<file path="config.mk">
export PLATFORM = sky130hd
export DESIGN_NAME = clk_mon
export DESIGN_NICKNAME = d
export VERILOG_FILES = /design/src/rtl/clk_mon.sv
export SDC_FILE = /design/constraint.sdc
export NUM_CORES = 1
export LEC_CHECK = 0
export BUFFER_PORTS_ARGS = -buffer_cell sky130_fd_sc_hd__buf_2
export CAP_MARGIN = 20
export CORE_MARGIN = 5
export CORE_UTILIZATION = 50
export CTS_BUF_LIST = sky130_fd_sc_hd__clkbuf_4
export CTS_CLUSTER_SIZE = 40
export DETAILED_ROUTE_END_ITERATION = 6
export PLACE_DENSITY = 0.7
export SLEW_MARGIN = 20
export SYNTH_ARGS = -nofsm -noshare
export SYNTH_HDL_FRONTEND = slang
export SYNTH_SLANG_ARGS = --single-unit
</file>
<file path="constraint.sdc">
create_clock -name i_clk -period 2.55 [get_ports i_clk]
set_input_delay 0.51 -clock i_clk [delete_from_list [all_inputs] [get_ports i_clk]]
set_output_delay 0.51 -clock i_clk [all_outputs]
set_load 0.02 [all_outputs]
</file>
<file path="src/rtl/clk_mon.sv">
// clk_mon: measures a monitored clock against the reference clock i_clk.
// The monitored clock is sampled as plain data. Its period and high time are
// counted in i_clk cycles, and each period is checked against
// EXP_PERIOD +/- TOL. The block reports lock, bad periods and a stopped clock.
module clk_mon #(
    parameter int CNT_W      = 16,
    parameter int EXP_PERIOD = 8,
    parameter int TOL        = 1,
    parameter int LOCK_CNT   = 4,
    parameter int TIMEOUT    = 32
) (
    input  logic             i_clk,
    input  logic             i_rst_n,
    input  logic             i_en,
    input  logic             i_mon_clk,
    output logic [CNT_W-1:0] o_period,
    output logic [CNT_W-1:0] o_high,
    output logic             o_period_vld,
    output logic             o_locked,
    output logic             o_stopped,
    output logic             o_err,
    output logic [CNT_W-1:0] o_err_cnt
);

    localparam logic [2:0] ST_IDLE    = 3'd0;
    localparam logic [2:0] ST_ACQ     = 3'd1;
    localparam logic [2:0] ST_MEAS    = 3'd2;
    localparam logic [2:0] ST_LOCKED  = 3'd3;
    localparam logic [2:0] ST_STOPPED = 3'd4;

    localparam logic [CNT_W-1:0] ONE   = {{(CNT_W-1){1'b0}}, 1'b1};
    localparam logic [CNT_W-1:0] MAXV  = {CNT_W{1'b1}};
    localparam logic [CNT_W-1:0] P_LO  = CNT_W'(EXP_PERIOD - TOL);
    localparam logic [CNT_W-1:0] P_HI  = CNT_W'(EXP_PERIOD + TOL);
    localparam logic [CNT_W-1:0] T_OUT = CNT_W'(TIMEOUT);
    localparam logic [CNT_W-1:0] L_M1  = CNT_W'(LOCK_CNT - 1);

    logic [2:0]       state;
    logic             s1, s2, s3;
    logic             rise;
    logic [CNT_W-1:0] per_cnt, hi_cnt, good_cnt;
    logic             per_good, timed_out;

    assign rise      = s2 & ~s3;
    // A saturated count means the real period is unknown, so it can never be good.
    assign per_good  = (per_cnt >= P_LO) && (per_cnt <= P_HI) && (per_cnt != MAXV);
    assign timed_out = (per_cnt >= T_OUT);

    // Two-flop synchronizer plus one delay flop used for rising-edge detection.
    always_ff @(posedge i_clk or negedge i_rst_n) begin
        if (!i_rst_n) begin
            s1 <= 1'b0;
            s2 <= 1'b0;
            s3 <= 1'b0;
        end else begin
            s1 <= i_mon_clk;
            s2 <= s1;
            s3 <= s2;
        end
    end

    // Period and high-time counters. They restart at 1 on each edge, so the
    // edge cycle itself counts toward the next interval.
    always_ff @(posedge i_clk or negedge i_rst_n) begin
        if (!i_rst_n) begin
            per_cnt <= '0;
            hi_cnt  <= '0;
        end else if (!i_en || state == ST_IDLE) begin
            per_cnt <= '0;
            hi_cnt  <= '0;
        end else if (rise) begin
            per_cnt <= ONE;
            hi_cnt  <= ONE;
        end else begin
            if (per_cnt != MAXV)
                per_cnt <= per_cnt + ONE;
            if (s2 && hi_cnt != MAXV)
                hi_cnt <= hi_cnt + ONE;
        end
    end

    // Control FSM with registered status outputs. Disable takes priority over
    // every other event. An edge in the same cycle as a timeout is treated as
    // an edge.
    always_ff @(posedge i_clk or negedge i_rst_n) begin
        if (!i_rst_n) begin
            state        <= ST_IDLE;
            good_cnt     <= '0;
            o_period     <= '0;
            o_high       <= '0;
            o_period_vld <= 1'b0;
            o_locked     <= 1'b0;
            o_stopped    <= 1'b0;
            o_err        <= 1'b0;
            o_err_cnt    <= '0;
        end else begin
            o_period_vld <= 1'b0;
            o_err        <= 1'b0;
            if (!i_en) begin
                state     <= ST_IDLE;
                good_cnt  <= '0;
                o_locked  <= 1'b0;
                o_stopped <= 1'b0;
            end else begin
                case (state)
                    ST_IDLE: state <= ST_ACQ;
                    ST_ACQ: begin
                        // The first edge only aligns the counters; nothing is reported.
                        if (rise) begin
                            state <= ST_MEAS;
                        end else if (timed_out) begin
                            state     <= ST_STOPPED;
                            o_stopped <= 1'b1;
                            o_err     <= 1'b1;
                            if (o_err_cnt != MAXV)
                                o_err_cnt <= o_err_cnt + ONE;
                        end
                    end
                    ST_MEAS, ST_LOCKED: begin
                        if (rise) begin
                            o_period     <= per_cnt;
                            o_high       <= hi_cnt;
                            o_period_vld <= 1'b1;
                            if (per_good) begin
                                if (good_cnt != MAXV)
                                    good_cnt <= good_cnt + ONE;
                                if (state == ST_MEAS && good_cnt >= L_M1) begin
                                    state    <= ST_LOCKED;
                                    o_locked <= 1'b1;
                                end
                            end else begin
                                good_cnt <= '0;
                                state    <= ST_MEAS;
                                o_locked <= 1'b0;
                                o_err    <= 1'b1;
                                if (o_err_cnt != MAXV)
                                    o_err_cnt <= o_err_cnt + ONE;
                            end
                        end else if (timed_out) begin
                            good_cnt  <= '0;
                            state     <= ST_STOPPED;
                            o_stopped <= 1'b1;
                            o_locked  <= 1'b0;
                            o_err     <= 1'b1;
                            if (o_err_cnt != MAXV)
                                o_err_cnt <= o_err_cnt + ONE;
                        end
                    end
                    ST_STOPPED: begin
                        // The interval that ends on this edge spans the outage,
                        // so it is dropped and measurement restarts from here.
                        if (rise) begin
                            state     <= ST_MEAS;
                            o_stopped <= 1'b0;
                            good_cnt  <= '0;
                        end
                    end
                    default: state <= ST_IDLE;
                endcase
            end
        end
    end

endmodule

</file>
==> results by group <==
Placed design
  • Final Wtd Congestion: 0.848
  • Worst setup slack after placement: 0.238 ns
  • Dpl cells: 735
  • Port Buffers: 55
  • Post-DP HPWL: 7860 µm

Detailed routing
  • Vias: 4214
  • DR pass1 iterations: 6
  • Met3 WL: 557 µm
  • Avg WL per Cell: 14.8 µm
  • Initial drt markers: 233
  • Post-route ant nets: 0
  • Post-Route WL: 11200 µm
  • Top Layer Used: met4
  • # DRC: 0
  • WL met2: 5310 µm
  • Via density: 5.61
  • Routed length on met1: 5080 µm

Synthesis
  • Compound-Gate Fraction of Synth Area: 0.0916
  • Share of the synthesized area in the top cell type: 0.519
  • Mapped Avg Cell Area: 9.20 µm²
  • Synth warn: 0
  • Yosys top cell by area: dfrtp_1
  • Cells after Synth: 555
  • Post-synth EDFFs: 0
  • Syn Nets: 566
  • Mux cell area share after synthesis: 0.0137
  • Synth Area in Simple Gates: 0.278
  • Mapped Area: 5110 µm²
  • Synth area leaders: dfrtp_1, nand2_1, nand3_1
  • Post-synthesis xor/xnor area fraction: 0.0514
  • Ys async rst share: 1.00
  • Main combinational cell family by area after synthesis: simple AND/OR/NAND/NOR gates
  • Synth Area in Adders: 0.0171
  • Post-synth top flop: dfrtp_1
  • Yosys reg bits: 106
  • Sequential-to-total area share from yosys stat: 0.519
  • Post-synth cell types: 47

Outcome
  • Status: completed

Pwr
  • Clock share of power: 0.314
  • Sequential share of power: 0.628
  • Switching portion of total power: 0.251
  • Logic pwr share: 0.058
  • Worst vdd ir: 395 µV
  • Leakage Power: 2.76 nW
  • Switching power: 0.693 mW
  • PwrDens: 485 nW/µm²
  • Pint: 2.07 mW

Global route
  • Gr ovfl total: 0
  • Vias in the first global route: 4081
  • GRT Total Usage: 0.187
  • Initial antenna violation count: 0
  • First-pass GRT wire length: 19500 µm
  • Pin count of the biggest net entering global routing: 48

Layout
  • Nets: 621
  • Final core utilization: 0.562
  • Most frequent cells in the layout: nand2_1, dfrtp_1, buf_2, nor2_1, nand3_1
  • # diodes: 0
  • # fillers: 908
  • Layout area overhead: 11.5%
  • Share of layout cells above drive strength 1: 0.159
  • Non-Filler Instances: 751
  • Commonest non-fill, non-tap cell in the layout: nand2_1

Floorplanning
  • Std cell rows: 37
  • # IOs: 56
  • Starting density of the core: 0.504
  • Die Area: 12300 µm²
  • Die Width: 111 µm
  • Die Height: 111 µm
  • Core box area: 10100 µm²

STA
  • Slew HR: 0.576
  • Final Critical Period: 2.36 ns
  • Final hold violations: 0
  • Worst hold slack: 0.0375 ns
  • Clock Skew: 0.0200 ns
  • PnR worst setup slack: 0.187 ns
  • Total negative slack: 0 ns
  • Period utilisation layout: 0.927
  • RSZ-0062 raised after global routing: no
  • Fmax: 0.423 GHz
  • Slew Limit Fails: 0
  • Setup violators final: 0
  • Worst slew pin tran: 0.632 ns

Clock tree
  • Resized cells post-CTS: 0
  • Setup repair bufs after CTS: 0
  • Num CTS Buffers: 9
  • Max clock buf depth: 2
  • Worst-Skew Late Latency: 0.46 ns
  • CTS root buf: clkbuf_4
  • CTS sink cnt: 106
  • Reg clk slew, reported paths: 0.16 ns
  • Hold-fix buffers, CTS: 0
  • CTS tree: done
  • H-tree Lvls: 3

Worst setup path
  • Worst-path cell chain: nor4_1 -> and3_1 -> nand3_2 -> o31ai_2 -> mux2_2
  • Endpoint class of the critical path: flip-flop
  • CP Data Arrival Time: 2.77 ns
  • Worst path max stage delay: 0.60 ns
  • Worst path bufs/invs: 0
  • Startpoint Class: flip-flop
  • Slowest CP cell: o31ai_2
  • Worst endpoint required time: 2.95 ns
  • CP Class: flip-flop to flip-flop
  • Worst path top cell family by delay: simple AND/OR/NAND/NOR gates
  • Maximum fanout along the worst path: 8
  • R2R setup slack: 0.19 ns

Job
  • MaxCap Viol Count: 0

Hold path
  • Worst hold-check path type: input pin to async pin
kinds of logic (layout without fill, tap and decap cells):
family / after synthesis / in the layout
simple gates: 297 / 297
buf+inv: 32 / 92
fa+ha+maj: 7 / 7
mux: 6 / 6
compound gates: 77 / 77
flops: 106 / 106
xor+xnor: 30 / 30
worst reg2reg max path, delay by kind of cell, from the launching register on:
family,cells,cell delay (ns)
DFF,1,0.46
AOI/OAI and AO/OA,1,0.60
muxes,1,0.27
and+or+nand+nor,3,0.98
worst paths after layout:
check / end / start / cells after the start
max in group asynchronous: o_err_cnt[3] / i_rst_n / 2
worst min register to register: s2 / s1 / 0
worst min-delay path: good_cnt[9] / i_rst_n / 1
min in group i_clk: s1 / i_mon_clk / 1
worst max register to register: good_cnt[0] / per_cnt[8] / 5
worst max-delay path: good_cnt[0] / per_cnt[8] / 5
layout make-up:
cell class,count,area [µm²],share of cell area
sequential,106,2650,0.466
multi-input combinational,417,2310,0.405
timing repair buffer,69,395,0.0694
tap,136,170,0.0299
clock buffer,10,75.1,0.0132
clock inverter,6,66.3,0.0116
inverter,7,26.3,0.00461
metal layers:
layer  vias up  GRT usage
li1       2039          -
met1      2036      0.249
met2       119      0.304
met3        20     0.0459
met4         0     0.0552
met5         -          0
through the flow:
stage	total power [mW]	area, µm²
after floorplan	1.84	5110
after global placement	1.92	5550
after detailed placement	1.93	5550
after CTS	2.81	5690
after global routing	2.90	5690
final	2.76	5690
flip-flops by register name, summed over array words and instances, names as in the netlist:
register      flops
o_err             1
o_locked          1
per_cnt          16
s2                1
s1                1
o_high           16
o_err_cnt        16
state             3
good_cnt         16
s3                1
hi_cnt           16
o_stopped         1
o_period_vld      1
o_period         16
cells in the mapped netlist (2+ instances only):
cell,number
ha_1,7
nand3b_1,4
nor2b_1,4
nand2b_1,5
a21oi_1,19
o21ai_0,24
dfrtp_1,106
mux2_2,4
nor3_2,2
or3_1,5
nand4_1,15
nor3_1,12
nand3_1,34
or2_2,3
xnor2_1,12
a31oi_1,17
buf_2,3
nor3b_1,3
nor4_1,9
inv_1,7
and4_1,10
buf_6,2
o31a_1,2
nand2_1,135
a41oi_1,5
buf_4,2
clkbuf_1,17
xor2_1,18
and3_1,9
nor2_1,40
or3b_1,2
o21ai_1,2
a311oi_1,2
power by group through the flow:
stage / registers (mW) / clock network [mW] / logic, mW
after floorplan: 1.77 / 0 / 0.0708
after global placement: 1.76 / 0 / 0.161
after detailed placement: 1.77 / 0 / 0.165
after CTS: 1.73 / 0.909 / 0.165
after global routing: 1.74 / 0.975 / 0.183
final: 1.73 / 0.867 / 0.160
No activity file was read; power rests on OpenSTA's default activity.
